File: src/rtl/load_store_unit_pkg.sv
// Shared constants for the load/store unit: FSM state encodings,
// the default timeout and a small alignment helper.
package load_store_unit_pkg;

    localparam logic [1:0] ST_IDLE    = 2'd0;
    localparam logic [1:0] ST_REQUEST = 2'd1;
    localparam logic [1:0] ST_DONE    = 2'd2;
    localparam logic [1:0] ST_ERROR   = 2'd3;

    localparam int DEFAULT_TIMEOUT = 16;

    // Word accesses only: the two low address bits must be zero.
    function automatic logic word_aligned(input logic [1:0] lsb);
        return (lsb == 2'b00);
    endfunction

endpackage

File: src/rtl/load_store_unit_timeout_counter.sv
// Cycle counter for the REQUEST phase. Cleared outside REQUEST, counts
// while enabled and saturates at TIMEOUT-1, which it flags as terminal.
module lsu_timeout_counter #(
    parameter int TIMEOUT = 16
) (
    input  logic clk_i,
    input  logic rst_i,
    input  logic clear_i,
    input  logic enable_i,
    output logic tc_o
);

    localparam int CW = $clog2(TIMEOUT);
    localparam logic [CW-1:0] TC_VAL = CW'(TIMEOUT - 1);

    logic [CW-1:0] count_q;
    logic [CW-1:0] count_d;

    // Next count: clear wins, otherwise step until the terminal value.
    always_comb begin
        count_d = count_q;
        if (clear_i) begin
            count_d = '0;
        end else if (enable_i && (count_q != TC_VAL)) begin
            count_d = count_q + CW'(1);
        end
    end

    // Count register with asynchronous reset.
    always_ff @(posedge clk_i or posedge rst_i) begin
        if (rst_i) begin
            count_q <= '0;
        end else begin
            count_q <= count_d;
        end
    end

    assign tc_o = (count_q == TC_VAL);

endmodule

File: src/rtl/load_store_unit.sv
// Initiator side of the data-memory req/ack interface. Turns a held
// MemRead/MemWrite into one registered bus transaction, stalls the CPU
// until it completes, times out or is rejected, and returns load data.
//
// Handshake: mem_req rises with mem_we/mem_addr/mem_wdata and all four are
// held stable while in REQUEST; the responder completes the access with a
// single-cycle mem_ack (mem_rdata valid in that cycle). mem_req drops on the
// edge that samples mem_ack. mem_ack outside REQUEST is ignored.
module load_store_unit
    import load_store_unit_pkg::*;
#(
    parameter int TIMEOUT = DEFAULT_TIMEOUT,
    parameter int N       = 32
) (
    input  logic         clock,
    input  logic         reset,
    input  logic         MemRead,
    input  logic         MemWrite,
    input  logic [N-1:0] Address,
    input  logic [N-1:0] WriteData,
    output logic [N-1:0] ReadData,
    output logic         Stall,
    output logic         BusError,
    output logic         mem_req,
    output logic         mem_we,
    output logic [N-1:0] mem_addr,
    output logic [N-1:0] mem_wdata,
    input  logic [N-1:0] mem_rdata,
    input  logic         mem_ack,
    output logic [1:0]   dbg_state_o
);

    logic [1:0]   state_q,     state_d;
    logic         mem_req_q,   mem_req_d;
    logic         mem_we_q,    mem_we_d;
    logic [N-1:0] mem_addr_q,  mem_addr_d;
    logic [N-1:0] mem_wdata_q, mem_wdata_d;
    logic [N-1:0] rdata_q,     rdata_d;
    logic         bus_err_q,   bus_err_d;

    logic cnt_clear;
    logic cnt_en;
    logic cnt_tc;

    lsu_timeout_counter #(.TIMEOUT(TIMEOUT)) u_timeout (
        .clk_i    (clock),
        .rst_i    (reset),
        .clear_i  (cnt_clear),
        .enable_i (cnt_en),
        .tc_o     (cnt_tc)
    );

    // FSM next state and next values of every bus/result register.
    always_comb begin
        state_d     = state_q;
        mem_req_d   = mem_req_q;
        mem_we_d    = mem_we_q;
        mem_addr_d  = mem_addr_q;
        mem_wdata_d = mem_wdata_q;
        rdata_d     = rdata_q;
        bus_err_d   = 1'b0;
        cnt_clear   = 1'b1;
        cnt_en      = 1'b0;
        case (state_q)
            ST_IDLE: begin
                if (MemRead && MemWrite) begin
                    state_d   = ST_ERROR;
                    bus_err_d = 1'b1;
                    rdata_d   = '0;
                end else if (MemRead || MemWrite) begin
                    if (!word_aligned(Address[1:0])) begin
                        // Rejected without touching the bus.
                        state_d   = ST_ERROR;
                        bus_err_d = 1'b1;
                        if (MemRead) rdata_d = '0;
                    end else begin
                        state_d     = ST_REQUEST;
                        mem_req_d   = 1'b1;
                        mem_we_d    = MemWrite;
                        mem_addr_d  = Address;
                        mem_wdata_d = MemWrite ? WriteData : '0;
                    end
                end
            end
            ST_REQUEST: begin
                cnt_clear = 1'b0;
                // An ack on the terminal cycle still completes the access.
                if (mem_ack) begin
                    state_d   = ST_DONE;
                    mem_req_d = 1'b0;
                    if (!mem_we_q) rdata_d = mem_rdata;
                end else if (cnt_tc) begin
                    state_d   = ST_ERROR;
                    mem_req_d = 1'b0;
                    bus_err_d = 1'b1;
                    if (!mem_we_q) rdata_d = '0;
                end else begin
                    cnt_en = 1'b1;
                end
            end
            ST_DONE:  state_d = ST_IDLE;
            ST_ERROR: state_d = ST_IDLE;
            default:  state_d = ST_IDLE;
        endcase
    end

    // State and output registers, all cleared immediately on reset.
    always_ff @(posedge clock or posedge reset) begin
        if (reset) begin
            state_q     <= ST_IDLE;
            mem_req_q   <= 1'b0;
            mem_we_q    <= 1'b0;
            mem_addr_q  <= '0;
            mem_wdata_q <= '0;
            rdata_q     <= '0;
            bus_err_q   <= 1'b0;
        end else begin
            state_q     <= state_d;
            mem_req_q   <= mem_req_d;
            mem_we_q    <= mem_we_d;
            mem_addr_q  <= mem_addr_d;
            mem_wdata_q <= mem_wdata_d;
            rdata_q     <= rdata_d;
            bus_err_q   <= bus_err_d;
        end
    end

    // Stall drops in DONE/ERROR, giving exactly one release cycle.
    assign Stall = (MemRead || MemWrite) &&
                   ((state_q == ST_IDLE) || (state_q == ST_REQUEST));

    assign ReadData    = rdata_q;
    assign BusError    = bus_err_q;
    assign mem_req     = mem_req_q;
    assign mem_we      = mem_we_q;
    assign mem_addr    = mem_addr_q;
    assign mem_wdata   = mem_wdata_q;
    assign dbg_state_o = state_q;

endmodule

File: config.mk
export PLATFORM = sky130hd
export DESIGN_NAME = load_store_unit
export DESIGN_NICKNAME = d
export VERILOG_FILES = /design/src/rtl/load_store_unit_pkg.sv /design/src/rtl/load_store_unit_timeout_counter.sv /design/src/rtl/load_store_unit.sv
export SDC_FILE = /design/constraint.sdc
export NUM_CORES = 1
export LEC_CHECK = 0
export ABC_AREA = 1
export BUFFER_PORTS_ARGS = -buffer_cell sky130_fd_sc_hd__clkbuf_2
export CELL_PAD_IN_SITES_DETAIL_PLACEMENT = 0
export CELL_PAD_IN_SITES_GLOBAL_PLACEMENT = 1
export CORE_ASPECT_RATIO = 1.2
export CORE_MARGIN = 8
export CORE_UTILIZATION = 37
export CTS_BUF_LIST = sky130_fd_sc_hd__clkbuf_4 sky130_fd_sc_hd__clkbuf_8
export CTS_CLUSTER_DIAMETER = 60
export DETAILED_ROUTE_END_ITERATION = 6
export PLACE_DENSITY_LB_ADDON = 0.1
export SYNTH_ARGS = -nofsm -noshare
export SYNTH_HDL_FRONTEND = slang
export SYNTH_SLANG_ARGS = --single-unit
File: constraint.sdc
create_clock -name clock -period 5.15 [get_ports clock]
set_input_delay 0.2575 -clock clock [delete_from_list [all_inputs] [get_ports clock]]
set_output_delay 0.2575 -clock clock [all_outputs]
set_load 0.01 [all_outputs]
==> results.cfg <==
[grt]
antenna_found_initial = 0
globalRoute.totalOverflow = 0
grt_pass1_vias = 4211
grt_max_degree = 99
grt_pass1_wl_um = 21600
grt_usage_pct = 16.0

[floorplan]
coreArea_um2 = 12100
io_pins = 203
dieArea_um2 = 16300
dieWidth_um = 118
rows = 44
start_util_pct = 37.9
die_y_um = 138

[clock_network]
cts.sinks = 105
cts_buffer_depth = 2
cts_tree = yes
htreeDepth = 3
postCtsSetupBuffers = 0
clock_latency_ns = 0.36
cts_buffers = 9
cts.clk_slew.worst_paths_ns = 0.10
cts_root_buffer = clkbuf_8

[synthesis]
synth_nets = 652
ys_ff_latch = 105
synth_area_um2 = 4590
netlist_instances = 548
yosysWarnings = 0
ys_types = 24
yosysSeqAreaShare_pct = 57.2
syn_area_per_cell_um2 = 8.38

[place]
hpwl_um = 9310
gp_congestion = 0.747
dp_cells = 884
port_buffers = 202
placed_area_um2 = 5650
dp_worst_setup_slack_ns = 2.78

[timing]
tightestPinTransition_ns = 1.11
skew_ns = 0.0139
max_freq_mhz = 500
period_needed_ns = 2.00
setup-tns-final_ns = 0
slew_headroom_pct = 25.6
hold_violations = 0
finalMaxSlewViolations = 0
rsz0062_at_grt = no
period_share_pct = 38.8
setup_slack_ns = 3.15
setup_violations = 0
whs_ns = 0.0852

[job]
cap_violations = 0

[final_layout]
nFillCells = 1245
design_area_um2 = 5840
nets = 839
drive_gt1_share_pct = 32.4
finalNonFillerCells = 901
n_antenna_cell = 0
syn_to_final_growth_pct = 27.1
final_common_cell = nand2_1
multi_input_area_um2 = 1610
final_util_pct = 48.2
regArea_um2 = 2630
final_cell_mix = nand2_1 (228), clkbuf_2 (202), dfrtp_1 (105)

[setup_path]
r2r_cells = 8
critical_path_arrival_ns = 2.30
crit_path_max_fanout = 36
worstPathRequired_ns = 5.45
worstSetupStartpointType = input port
rr_startpoint = u_timeout.count_q[0]
worst_setup_path_end_kind = flop
crit_start = MemWrite
critical_path_class = input port to flop

[outcome]
status = complete, no violations

[pwr]
power_density_nw_per_um2 = 513
p_leak_nw = 3.50
power_mw = 2.99
vdd_drop_max_uv = 222

[routing]
post_drt_wl_per_cell_um = 14.4
routed-via-count = 4021
drt_iter0_drc = 276
route.detailed.drc = 0
wl_um = 13000
drt_first_pass_iters = 6
viasPerCell = 4.46
antenna_left = 0

[min_path]
hold_start = Address[14]
hold_depth = 3
min_path_type = input port to flop
[synthesized netlist by cell type (all sizes together)]
| cell | number | area share [%] |
|---|---|---|
| buf | 16 | 2.7 |
| dfrtp | 105 | 57 |
| ha | 3 | 0.82 |
| o21ai | 70 | 7.6 |
| xnor2 | 1 | 0.19 |
| inv | 48 | 3.9 |
| xor2 | 1 | 0.19 |
| nand2 | 237 | 20 |
| nand3 | 8 | 1.4 |
| clkbuf | 13 | 1.2 |
| nor2 | 43 | 4.1 |
| a21oi | 3 | 0.57 |
[final cells by class]
class,count,share of cell area (%)
clock buffers,11,2.59
flip-flops and latches,105,45.0
well taps,161,3.45
inverters,48,3.13
clock inverters,5,0.514
repair buffers,205,17.7
multi-input cells,366,27.6
[worst paths after layout]
| kind | end | slack [ns] |
|---|---|---|
| worst max-delay path | ReadData[12] | 3.15 |
| worst min-delay path | mem_addr[14] | 0.09 |
| worst max register to register | ReadData[12] | 3.19 |
| worst min register to register | mem_addr[23] | 0.49 |
| max in group asynchronous | mem_addr[19] | 3.48 |
| min in group asynchronous | mem_wdata[29] | 0.53 |
[sequential cells by signal, summed over array words and instances (netlist names)]
name,count
ReadData,32
mem_addr,32
mem_wdata,32
u_timeout.count_q,4
dbg_state_o,2
BusError,1
mem_req,1
mem_we,1
[power breakdown]
| part | switching, mW | leakage [nW] | internal [mW] |
|---|---|---|---|
| logic | 0.744 | 2.04 | 0.430 |
| clock network | 0.279 | 0.0911 | 0.200 |
| registers | 0.196 | 1.38 | 1.14 |
[routing by layer]
layer | track usage [%] | vias up | share of wire, %
li1 | - | 2038 | -
met1 | 19.9 | 1811 | 45
met2 | 25.9 | 157 | 47
met3 | 4.40 | 15 | 6.6
met4 | 6.08 | 0 | 1.7
met5 | 0 | - | 0
[logic make-up (layout without fill, tap and decap cells)]
logic type	count (synthesis)	in the layout	synth area share [%]
AO/OA/AOI/OAI	73	73	8.20
XOR/XNOR	2	2	0.381
AND/OR/NAND/NOR	288	288	25.6
buffers and inverters	77	269	7.79
adder cells (fa/ha/maj)	3	3	0.817
flip-flops	105	105	57.2
[timing repair]
action	CTS	global route
resized for setup	0	0
endpoints found under the hold margin	41	0
hold buffers	1	0
[worst max-delay path, stage by stage]
cell and delay (ns):
clkbuf_2 0.52, inv_1 0.13, ha_1 0.27, a21oi_4 0.19, nand2_4 0.24, nor2_8 0.47
nand2_1 0.10, nand2_1 0.09
(Power assumes the default switching activity.)
